### src/rtl/hazard_unit_md_if.sv
// Pipeline-side signal bundle for hazard_unit_md: stage register fields in,
// stall/flush/forward controls and MULT/DIV tracker status out.
interface hazard_unit_md_if #(
  parameter int REG_AW = 5
);
  logic [REG_AW-1:0] rs_d_i;
  logic [REG_AW-1:0] rt_d_i;
  logic              branch_d_i;
  logic              pc_src_d_i;
  logic              jump_d_i;
  logic              hilo_read_d_i;
  logic              md_start_d_i;
  logic [REG_AW-1:0] rs_e_i;
  logic [REG_AW-1:0] rt_e_i;
  logic [REG_AW-1:0] write_reg_e_i;
  logic              mem_to_reg_e_i;
  logic              reg_write_e_i;
  logic              md_start_e_i;
  logic              md_op_e_i;
  logic [REG_AW-1:0] write_reg_m_i;
  logic              mem_to_reg_m_i;
  logic              reg_write_m_i;
  logic [REG_AW-1:0] write_reg_w_i;
  logic              reg_write_w_i;

  logic              stall_f_o;
  logic              stall_d_o;
  logic              flush_d_o;
  logic              flush_e_o;
  logic              forward_a_d_o;
  logic              forward_b_d_o;
  logic [1:0]        forward_a_e_o;
  logic [1:0]        forward_b_e_o;
  logic              md_busy_o;
  logic              md_done_o;

  modport master (
    output rs_d_i, rt_d_i, branch_d_i, pc_src_d_i, jump_d_i, hilo_read_d_i,
           md_start_d_i, rs_e_i, rt_e_i, write_reg_e_i, mem_to_reg_e_i,
           reg_write_e_i, md_start_e_i, md_op_e_i, write_reg_m_i,
           mem_to_reg_m_i, reg_write_m_i, write_reg_w_i, reg_write_w_i,
    input  stall_f_o, stall_d_o, flush_d_o, flush_e_o, forward_a_d_o,
           forward_b_d_o, forward_a_e_o, forward_b_e_o, md_busy_o, md_done_o
  );

  modport slave (
    input  rs_d_i, rt_d_i, branch_d_i, pc_src_d_i, jump_d_i, hilo_read_d_i,
           md_start_d_i, rs_e_i, rt_e_i, write_reg_e_i, mem_to_reg_e_i,
           reg_write_e_i, md_start_e_i, md_op_e_i, write_reg_m_i,
           mem_to_reg_m_i, reg_write_m_i, write_reg_w_i, reg_write_w_i,
    output stall_f_o, stall_d_o, flush_d_o, flush_e_o, forward_a_d_o,
           forward_b_d_o, forward_a_e_o, forward_b_e_o, md_busy_o, md_done_o
  );
endinterface

### src/rtl/hazard_unit_md.sv
// Hazard unit for the 5-stage MIPS pipeline with a multi-cycle MULT/DIV tracker.
// Optional macro HAZARD_PERF_CNT_EN adds saturating stall/md-stall/flush counters.
module hazard_unit_md #(
  parameter int REG_AW      = 5,
  parameter int MULT_CYCLES = 4,
  parameter int DIV_CYCLES  = 16
) (
  input  logic                clk_i,
  input  logic                rst_i,
  hazard_unit_md_if.slave     hz
`ifdef HAZARD_PERF_CNT_EN
  ,
  output logic [31:0]         perf_stall_cnt_o,
  output logic [31:0]         perf_md_stall_cnt_o,
  output logic [31:0]         perf_flush_cnt_o
`endif
);

  localparam int MAX_CYC = (MULT_CYCLES > DIV_CYCLES) ? MULT_CYCLES : DIV_CYCLES;
  localparam int CW      = $clog2(MAX_CYC + 1);
  localparam logic [REG_AW-1:0] ZERO      = '0;
  localparam logic [CW-1:0]     MULT_LOAD = CW'(MULT_CYCLES - 1);
  localparam logic [CW-1:0]     DIV_LOAD  = CW'(DIV_CYCLES - 1);

  typedef enum logic [1:0] {IDLE, BUSY, DONE} md_state_e;

  md_state_e       state;
  logic [CW-1:0]   cnt;
  logic            md_done;
  logic            lw_stall;
  logic            branch_stall;
  logic            md_pending;
  logic            md_stall;
  logic            stall;
  logic            flush_d;

  always_comb begin
    hz.forward_a_e_o = 2'b00;
    if (hz.rs_e_i != ZERO && hz.rs_e_i == hz.write_reg_m_i && hz.reg_write_m_i)
      hz.forward_a_e_o = 2'b10;
    else if (hz.rs_e_i != ZERO && hz.rs_e_i == hz.write_reg_w_i && hz.reg_write_w_i)
      hz.forward_a_e_o = 2'b01;

    hz.forward_b_e_o = 2'b00;
    if (hz.rt_e_i != ZERO && hz.rt_e_i == hz.write_reg_m_i && hz.reg_write_m_i)
      hz.forward_b_e_o = 2'b10;
    else if (hz.rt_e_i != ZERO && hz.rt_e_i == hz.write_reg_w_i && hz.reg_write_w_i)
      hz.forward_b_e_o = 2'b01;
  end

  assign hz.forward_a_d_o = (hz.rs_d_i != ZERO) && (hz.rs_d_i == hz.write_reg_m_i) && hz.reg_write_m_i;
  assign hz.forward_b_d_o = (hz.rt_d_i != ZERO) && (hz.rt_d_i == hz.write_reg_m_i) && hz.reg_write_m_i;

  assign lw_stall = hz.mem_to_reg_e_i && (hz.rt_e_i != ZERO) &&
                    ((hz.rs_d_i == hz.rt_e_i) || (hz.rt_d_i == hz.rt_e_i));

  assign branch_stall = hz.branch_d_i &&
    ((hz.reg_write_e_i && (hz.write_reg_e_i != ZERO) &&
      ((hz.write_reg_e_i == hz.rs_d_i) || (hz.write_reg_e_i == hz.rt_d_i))) ||
     (hz.mem_to_reg_m_i && (hz.write_reg_m_i != ZERO) &&
      ((hz.write_reg_m_i == hz.rs_d_i) || (hz.write_reg_m_i == hz.rt_d_i))));

  // An op sitting in E this cycle counts as pending even before the FSM sees it,
  // so a reader in D cannot slip past while the tracker is still IDLE/DONE.
  assign md_pending = (state == BUSY) || hz.md_start_e_i;
  assign md_stall   = (hz.md_start_d_i && md_pending) ||
                      (hz.hilo_read_d_i && (md_pending || state == DONE));

  assign stall   = lw_stall || branch_stall || md_stall;
  assign flush_d = hz.pc_src_d_i || hz.jump_d_i;

  assign hz.stall_f_o = stall;
  assign hz.stall_d_o = stall;
  assign hz.flush_e_o = stall;
  assign hz.flush_d_o = flush_d;
  assign hz.md_busy_o = (state != IDLE);
  assign hz.md_done_o = md_done;

  always_ff @(posedge clk_i) begin
    if (rst_i) begin
      state   <= IDLE;
      cnt     <= '0;
      md_done <= 1'b0;
    end else begin
      md_done <= 1'b0;
      unique case (state)
        IDLE: begin
          if (hz.md_start_e_i) begin
            cnt   <= hz.md_op_e_i ? DIV_LOAD : MULT_LOAD;
            state <= BUSY;
          end
        end
        BUSY: begin
          if (cnt == CW'(1)) begin
            state   <= DONE;
            md_done <= 1'b1;
          end else begin
            cnt <= cnt - CW'(1);
          end
        end
        DONE: begin
          if (hz.md_start_e_i) begin
            cnt   <= hz.md_op_e_i ? DIV_LOAD : MULT_LOAD;
            state <= BUSY;
          end else begin
            state <= IDLE;
          end
        end
        default: state <= IDLE;
      endcase
    end
  end

`ifdef HAZARD_PERF_CNT_EN
  always_ff @(posedge clk_i) begin
    if (rst_i) begin
      perf_stall_cnt_o    <= '0;
      perf_md_stall_cnt_o <= '0;
      perf_flush_cnt_o    <= '0;
    end else begin
      if (stall && perf_stall_cnt_o != '1)
        perf_stall_cnt_o <= perf_stall_cnt_o + 32'd1;
      if (md_stall && perf_md_stall_cnt_o != '1)
        perf_md_stall_cnt_o <= perf_md_stall_cnt_o + 32'd1;
      if (flush_d && perf_flush_cnt_o != '1)
        perf_flush_cnt_o <= perf_flush_cnt_o + 32'd1;
    end
  end
`endif

endmodule

### src/flat_wrapper.sv
// flat-port wrapper written by rule: the top's interface ports become plain ports
module hazard_unit_md_flat 
#(
  parameter int REG_AW      = 5,
  parameter int MULT_CYCLES = 4,
  parameter int DIV_CYCLES  = 16
)
  (clk_i, rst_i, hz_rs_d_i, hz_rt_d_i, hz_branch_d_i, hz_pc_src_d_i, hz_jump_d_i, hz_hilo_read_d_i, hz_md_start_d_i, hz_rs_e_i, hz_rt_e_i, hz_write_reg_e_i, hz_mem_to_reg_e_i, hz_reg_write_e_i, hz_md_start_e_i, hz_md_op_e_i, hz_write_reg_m_i, hz_mem_to_reg_m_i, hz_reg_write_m_i, hz_write_reg_w_i, hz_reg_write_w_i, hz_stall_f_o, hz_stall_d_o, hz_flush_d_o, hz_flush_e_o, hz_forward_a_d_o, hz_forward_b_d_o, hz_forward_a_e_o, hz_forward_b_e_o, hz_md_busy_o, hz_md_done_o);
  hazard_unit_md_if #(.REG_AW(REG_AW)) hz_i ();
  input  logic clk_i;
  input  logic rst_i;
  input wire logic [$bits(hz_i.rs_d_i)-1:0] hz_rs_d_i;
  input wire logic [$bits(hz_i.rt_d_i)-1:0] hz_rt_d_i;
  input wire logic [$bits(hz_i.branch_d_i)-1:0] hz_branch_d_i;
  input wire logic [$bits(hz_i.pc_src_d_i)-1:0] hz_pc_src_d_i;
  input wire logic [$bits(hz_i.jump_d_i)-1:0] hz_jump_d_i;
  input wire logic [$bits(hz_i.hilo_read_d_i)-1:0] hz_hilo_read_d_i;
  input wire logic [$bits(hz_i.md_start_d_i)-1:0] hz_md_start_d_i;
  input wire logic [$bits(hz_i.rs_e_i)-1:0] hz_rs_e_i;
  input wire logic [$bits(hz_i.rt_e_i)-1:0] hz_rt_e_i;
  input wire logic [$bits(hz_i.write_reg_e_i)-1:0] hz_write_reg_e_i;
  input wire logic [$bits(hz_i.mem_to_reg_e_i)-1:0] hz_mem_to_reg_e_i;
  input wire logic [$bits(hz_i.reg_write_e_i)-1:0] hz_reg_write_e_i;
  input wire logic [$bits(hz_i.md_start_e_i)-1:0] hz_md_start_e_i;
  input wire logic [$bits(hz_i.md_op_e_i)-1:0] hz_md_op_e_i;
  input wire logic [$bits(hz_i.write_reg_m_i)-1:0] hz_write_reg_m_i;
  input wire logic [$bits(hz_i.mem_to_reg_m_i)-1:0] hz_mem_to_reg_m_i;
  input wire logic [$bits(hz_i.reg_write_m_i)-1:0] hz_reg_write_m_i;
  input wire logic [$bits(hz_i.write_reg_w_i)-1:0] hz_write_reg_w_i;
  input wire logic [$bits(hz_i.reg_write_w_i)-1:0] hz_reg_write_w_i;
  output wire logic [$bits(hz_i.stall_f_o)-1:0] hz_stall_f_o;
  output wire logic [$bits(hz_i.stall_d_o)-1:0] hz_stall_d_o;
  output wire logic [$bits(hz_i.flush_d_o)-1:0] hz_flush_d_o;
  output wire logic [$bits(hz_i.flush_e_o)-1:0] hz_flush_e_o;
  output wire logic [$bits(hz_i.forward_a_d_o)-1:0] hz_forward_a_d_o;
  output wire logic [$bits(hz_i.forward_b_d_o)-1:0] hz_forward_b_d_o;
  output wire logic [$bits(hz_i.forward_a_e_o)-1:0] hz_forward_a_e_o;
  output wire logic [$bits(hz_i.forward_b_e_o)-1:0] hz_forward_b_e_o;
  output wire logic [$bits(hz_i.md_busy_o)-1:0] hz_md_busy_o;
  output wire logic [$bits(hz_i.md_done_o)-1:0] hz_md_done_o;
  assign hz_i.rs_d_i = hz_rs_d_i;
  assign hz_i.rt_d_i = hz_rt_d_i;
  assign hz_i.branch_d_i = hz_branch_d_i;
  assign hz_i.pc_src_d_i = hz_pc_src_d_i;
  assign hz_i.jump_d_i = hz_jump_d_i;
  assign hz_i.hilo_read_d_i = hz_hilo_read_d_i;
  assign hz_i.md_start_d_i = hz_md_start_d_i;
  assign hz_i.rs_e_i = hz_rs_e_i;
  assign hz_i.rt_e_i = hz_rt_e_i;
  assign hz_i.write_reg_e_i = hz_write_reg_e_i;
  assign hz_i.mem_to_reg_e_i = hz_mem_to_reg_e_i;
  assign hz_i.reg_write_e_i = hz_reg_write_e_i;
  assign hz_i.md_start_e_i = hz_md_start_e_i;
  assign hz_i.md_op_e_i = hz_md_op_e_i;
  assign hz_i.write_reg_m_i = hz_write_reg_m_i;
  assign hz_i.mem_to_reg_m_i = hz_mem_to_reg_m_i;
  assign hz_i.reg_write_m_i = hz_reg_write_m_i;
  assign hz_i.write_reg_w_i = hz_write_reg_w_i;
  assign hz_i.reg_write_w_i = hz_reg_write_w_i;
  assign hz_stall_f_o = hz_i.stall_f_o;
  assign hz_stall_d_o = hz_i.stall_d_o;
  assign hz_flush_d_o = hz_i.flush_d_o;
  assign hz_flush_e_o = hz_i.flush_e_o;
  assign hz_forward_a_d_o = hz_i.forward_a_d_o;
  assign hz_forward_b_d_o = hz_i.forward_b_d_o;
  assign hz_forward_a_e_o = hz_i.forward_a_e_o;
  assign hz_forward_b_e_o = hz_i.forward_b_e_o;
  assign hz_md_busy_o = hz_i.md_busy_o;
  assign hz_md_done_o = hz_i.md_done_o;
  hazard_unit_md #(.REG_AW(REG_AW), .MULT_CYCLES(MULT_CYCLES), .DIV_CYCLES(DIV_CYCLES)) u_core (.clk_i(clk_i), .rst_i(rst_i), .hz(hz_i));
endmodule
### config.mk
export PLATFORM = sky130hd
export DESIGN_NAME = hazard_unit_md_flat
export DESIGN_NICKNAME = d
export VERILOG_FILES = /design/src/rtl/hazard_unit_md_if.sv /design/src/rtl/hazard_unit_md.sv /design/src/flat_wrapper.sv
export SDC_FILE = /design/constraint.sdc
export NUM_CORES = 1
export LEC_CHECK = 0
export ABC_AREA = 1
export BUFFER_PORTS_ARGS = -buffer_cell sky130_fd_sc_hd__buf_2
export CAP_MARGIN = 25
export CORE_AREA = 2 2 54 56
export DETAILED_ROUTE_END_ITERATION = 10
export DIE_AREA = 0 0 56 58
export PLACE_DENSITY = 0.93
export SLEW_MARGIN = 30
export SYNTH_ARGS = -nofsm -noshare
export SYNTH_HDL_FRONTEND = slang
export SYNTH_SLANG_ARGS = --single-unit
### constraint.sdc
create_clock -name clk_i -period 2.1 [get_ports clk_i]
set_input_delay 0.42 -clock clk_i [delete_from_list [all_inputs] [get_ports clk_i]]
set_output_delay 0.42 -clock clk_i [all_outputs]
set_load 0.05 [all_outputs]
Word level (Yosys, flattened, before mapping) --
Cells that the tools add are included. Widths: inputs -> output; s select.
Storage, ports and cells: register bits 8, output and inout bits 12, word-level logic and storage cells 81
Operators by class: add/sub/neg operators 1, eq/ne operators 19, multiplexer cells 13, bitwise operators 1, reductions and logical operators 44
Operator list (number):
- $eq 5x5->1 | 12
- $reduce_bool 5->1 | 6
- $logic_and 1x1->1 | 21
- $logic_or 1x1->1 | 10
- $mux 5 | 2
- $pmux 5 s2 | 1
- $mux 2 | 4
- $ne 2x2->1 const B | 3
- $pmux 2 s3 | 1
- $eq 5x1->1 const B | 1
- $sub 5x1->5 const B | 1
- $mux 1 | 4
- $mux 4 | 1
- $reduce_bool 2->1 | 2
- $reduce_or 2->1 | 2
- $reduce_and 3->1 | 1
- $eq 2x1->1 const B | 1
- $eq 2x2->1 const B | 1
- $logic_not 2->1 | 1
- $ne 2x1->1 const B | 1
- $reduce_and 2->1 | 1
- $not 1->1 | 1

Longest topological paths before layout --
depth in word-level cells 7, depth in mapped cells 12, mapped depth without buffers 10

Worst setup path before layout --
Ideal clock, no wire load.
path kind input port to output port, start in hz_write_reg_m_i[4], end out hz_forward_a_e_o[0], arrival time 1.987 ns, required time 1.680 ns, setup slack -0.307 ns, cell stages on the path 7, buffers on the path 1, cell sequence buf_6 > inv_1 > nand2_1 > a21oi_1 > o2111ai_1 > nor2_1 > nor2_1
Between the ends: cells in the longest elaborated chain, start to end 4
RTL lines:
- start: declaration | RTL line flat_wrapper.sv:26 | input wire logic [$bits(hz_i.write_reg_m_i)-1:0] hz_write_reg_m_i;
- $eq 5x5->1 | RTL line hazard_unit_md.sv:39 | if (hz.rs_e_i != ZERO && hz.rs_e_i == hz.write_reg_m_i && hz.reg_write_m_i)
- $logic_and 1x1->1 (2 in series) | RTL line hazard_unit_md.sv:39
- $mux 2 | RTL line hazard_unit_md.sv:39
- end: declaration | RTL line flat_wrapper.sv:37 | output wire logic [$bits(hz_i.forward_a_e_o)-1:0] hz_forward_a_e_o;
No other way between the ends.

Worst setup path after layout --
start in hz_write_reg_m_i[4], end out hz_stall_f_o
Between the ends: cells in the longest elaborated chain, start to end 7
RTL lines:
- $eq 5x5->1 / $reduce_bool 5->1 (equally long branches) | RTL line hazard_unit_md.sv:61, hazard_unit_md.sv:60
- $logic_or 1x1->1 / $logic_and 1x1->1 (equally long branches) | RTL line hazard_unit_md.sv:61, hazard_unit_md.sv:60
- $logic_and 1x1->1 * | RTL line hazard_unit_md.sv:60 | (hz.mem_to_reg_m_i && (hz.write_reg_m_i != ZERO) &&
- $logic_or 1x1->1 * | RTL line hazard_unit_md.sv:59 | ((hz.write_reg_e_i == hz.rs_d_i) || (hz.write_reg_e_i == hz.rt_d_i))) ||
- $logic_and 1x1->1 * | RTL line hazard_unit_md.sv:57 | assign branch_stall = hz.branch_d_i &&
- $logic_or 1x1->1 * (2 in series) | RTL line hazard_unit_md.sv:69 | assign stall = lw_stall || branch_stall || md_stall;
- end: declaration | RTL line flat_wrapper.sv:31 | output wire logic [$bits(hz_i.stall_f_o)-1:0] hz_stall_f_o;
Mark *: on every way between the ends. The rest lies on a longest branch, timed or not.

==> results.cfg <==
[clock_network]
cts_tree = built
cts.sinks = 8
clock_latency_ns = 0.26
cts_setup_buffers = 0
cts-buffers-inserted = 3
root_buffer = clkbuf_4
cts_resized = 0
cts.clk_slew.worst_paths_ns = 0.05
postCtsHoldBufs = 0
ctsHtreeMaxLevel = 1
clock_tree.buffer_depth = 2

[placed_design]
numPortBuffers = 60
post-place-ws_ns = 0.107
hpwl_mm = 3.14
gp_congestion = 0.972

[cells_and_area]
fillerInstances = 269
final_util_pct = 62.3
n_antenna_cell = 0
area_delta_synth_final_pct = 27.4
nets = 349
drive_gt1_share_pct = 26.4

[floorplanning]
die_h_um = 58
die_w_um = 56
core.rowCount = 19
start_util_pct = 48.9
pin_count = 61
die-area_mm2 = 0.00325
coreArea_mm2 = 0.00266

[sta]
slew_violations = 0
worst_slack_ns = 0.136
fin_worst_skew_ns = 0.00890
finalHoldViolations = 0
slew_headroom_pct = 78.8
post-route-period-util_pct = 93.5
setup_violations = 0
rsz0062_at_grt = true
min_period_ns = 1.96
worstMarginPinSlew_ns = 0.315
clock.fmax_mhz = 509

[detailed_routing]
avgRoutedWirePerCell_um = 11.4
final_antenna_net_count = 0
dr.pass1.iters = 4
route.detailed.drc = 0
drt_wl_total_mm = 3.72
dr_total_vias = 1683
drt-initial-drc-count = 78
vias_per_cell = 5.15

[synthesis]
yosys_warnings = 0
ys_ff_latch = 8
synth_area_leaders = nand2_1 (23%), dfxtp_1 (12%), inv_1 (11%), xnor2_1 (8.1%), xor2_1 (6.1%)
seq_area_frac_synth_pct = 12.3
synth_cells = 238
yosysTopAreaCellShare_pct = 23.1
mappedNetlistNets = 289
syn-cell-area_mm2 = 0.00130
synth_area_per_cell_um2 = 5.47
synth_area_leader_cell = nand2_1
synth_cell_types = 31

[global_routing]
grt.total_usage_pct = 23.7
grt_pass1_wl_mm = 6.33
overflow = 0
grt_max_degree = 9
antenna_found_initial = 0
grt_pass1_vias = 1548

[critical_path]
rr_startpoint = u_core.cnt[1]
worstPathArrival_ns = 1.54
cpLargestDelayFamily = simple AND/OR/NAND/NOR gates
worst_path_max_delay_cell = clkbuf_4
crit_path_end_kind = output port
cpMostUsedCell = nand2_1
r2r-end = u_core.cnt[2]
crit_buf_inv = 3
start_kind = input port
reg2regPathDepth = 7
max_stage_delay_ns = 0.23
path_class = in -> out
path_cells = buf_2 -> inv_1 -> nand2_1 -> nand2_1 -> nor2_1 -> nand3_1 -> nand2_1 -> nand2_1 -> nand2_1 -> nand2_1 -> nand2_2 -> clkbuf_4
critical_path_required_ns = 1.68
reg2reg_slack_ns = 0.73
worst-path-max-fanout = 6

[power]
total_power_mw = 0.681
powerDensity_mw_per_mm2 = 411
peakVddDrop_mv = 0.607
p_leak_nw = 0.973

[min_path]
worst_hold_startpoint = rst_i
min_path_cells = 2
hold_class = in -> reg
hold_end = u_core.cnt[0]

[status]
outcome = complete, no violations

[flow_run]
maxCapViolCount = 0
-- synth_stat cells --
library cell  count
o211a_1           1
xor2_1            9
nor3_1            3
dfxtp_1           8
buf_2             1
o22ai_1           4
ha_1              2
inv_2             4
inv_1            37
or2_2             2
nor2_1           20
o2111ai_1         2
nand2_4           1
o221ai_1          1
nor2_2            1
o31ai_1           1
nand3_1          14
nand4_1           2
a21oi_1           7
a211oi_1          5
buf_4             2
nand2_2           1
nor4_1            4
nand2_1          80
o21ai_0           8
nor3_2            1
xnor2_1          12
a31oi_1           2
clkbuf_2          1
o21ai_1           1
buf_6             1
-- report_power, final --
part	internal, mW	switching [mW]
Combinational	0.140	0.241
Clock	0.0656	0.0551
Sequential	0.168	0.0115
Total	0.374	0.307
-- stage by stage --
stage | instances | hold WS (ns) | setup TNS (ns) | cell area [um^2]
finish | 327 | 0.402 | 0 | 1660
CTS | 327 | 0.405 | 0 | 1650
global route | 327 | 0.412 | -0.0457 | 1660
floorplan | 238 | 0.456 | -0.0108 | 1330
global placement | 324 | 0.475 | 0 | 1630
detailed placement | 324 | 0.488 | 0 | 1630
-- how the worst max path moves through the flow --
| stage | slack [ns] | to | cells past startpoint | from |
|---|---|---|---|---|
| after floorplan | -0.01 | hz_forward_a_e_o[0] | 7 | hz_write_reg_m_i[4] |
| after global placement | 0.11 | hz_flush_e_o | 12 | hz_write_reg_m_i[4] |
| after detailed placement | 0.11 | hz_stall_f_o | 12 | hz_write_reg_m_i[4] |
| after CTS | 0.10 | hz_stall_f_o | 12 | hz_write_reg_m_i[4] |
| after global routing | -0.02 | hz_flush_e_o | 12 | hz_write_reg_m_i[4] |
| final | 0.14 | hz_stall_f_o | 12 | hz_write_reg_m_i[4] |
-- worst register-to-register path, cell delays in order (launching register included) --
cell,delay (ns)
dfxtp_1,0.29
inv_1,0.10
ha_1,0.17
nand4_1,0.18
nand2_2,0.15
nand2_4,0.09
o21ai_0,0.20
a31oi_1,0.08
-- cell usage in the layout (no fill, tap or decap), drive strengths merged, types with 5 or more instances in the layout --
cell	instances
a211oi	5
a21oi	7
buf	57
clkbuf	6
dfxtp	8
inv	41
nand2	82
nand3	14
nor2	21
o21ai	9
xnor2	12
xor2	9
-- sequential cells by signal, summed over array words and instances, names as in the netlist --
name                 flops
u_core.cnt               5
u_core.state             2
u_core.hz.md_done_o      1
-- cell families (layout without fill, tap and decap cells) --
| group | after synthesis | count (layout) | share of synthesized area (%) |
|---|---|---|---|
| AO/OA/AOI/OAI | 32 | 32 | 15.3 |
| XOR/XNOR | 21 | 21 | 14.1 |
| adder cells (fa/ha/maj) | 2 | 2 | 1.92 |
| buffers and inverters | 46 | 104 | 14.6 |
| flip-flops | 8 | 8 | 12.3 |
| AND/OR/NAND/NOR | 129 | 129 | 41.8 |
-- layout make-up --
| class | count | area (um^2) | area share [%] |
|---|---|---|---|
| clock buffer | 3 | 22.5 | 1.36 |
| inverter | 41 | 154 | 9.28 |
| multi-input combinational | 184 | 976 | 58.8 |
| sequential | 8 | 160 | 9.65 |
| tap | 31 | 38.8 | 2.34 |
| timing repair buffer | 60 | 308 | 18.6 |
-- per-layer routing --
metal  track usage, %  wire (um)
met1             30.2       1650
met2             41.2       1770
met3             4.46        264
met4             6.80         37
met5                0          0
Note: power is estimated with default switching activity, not from simulation.
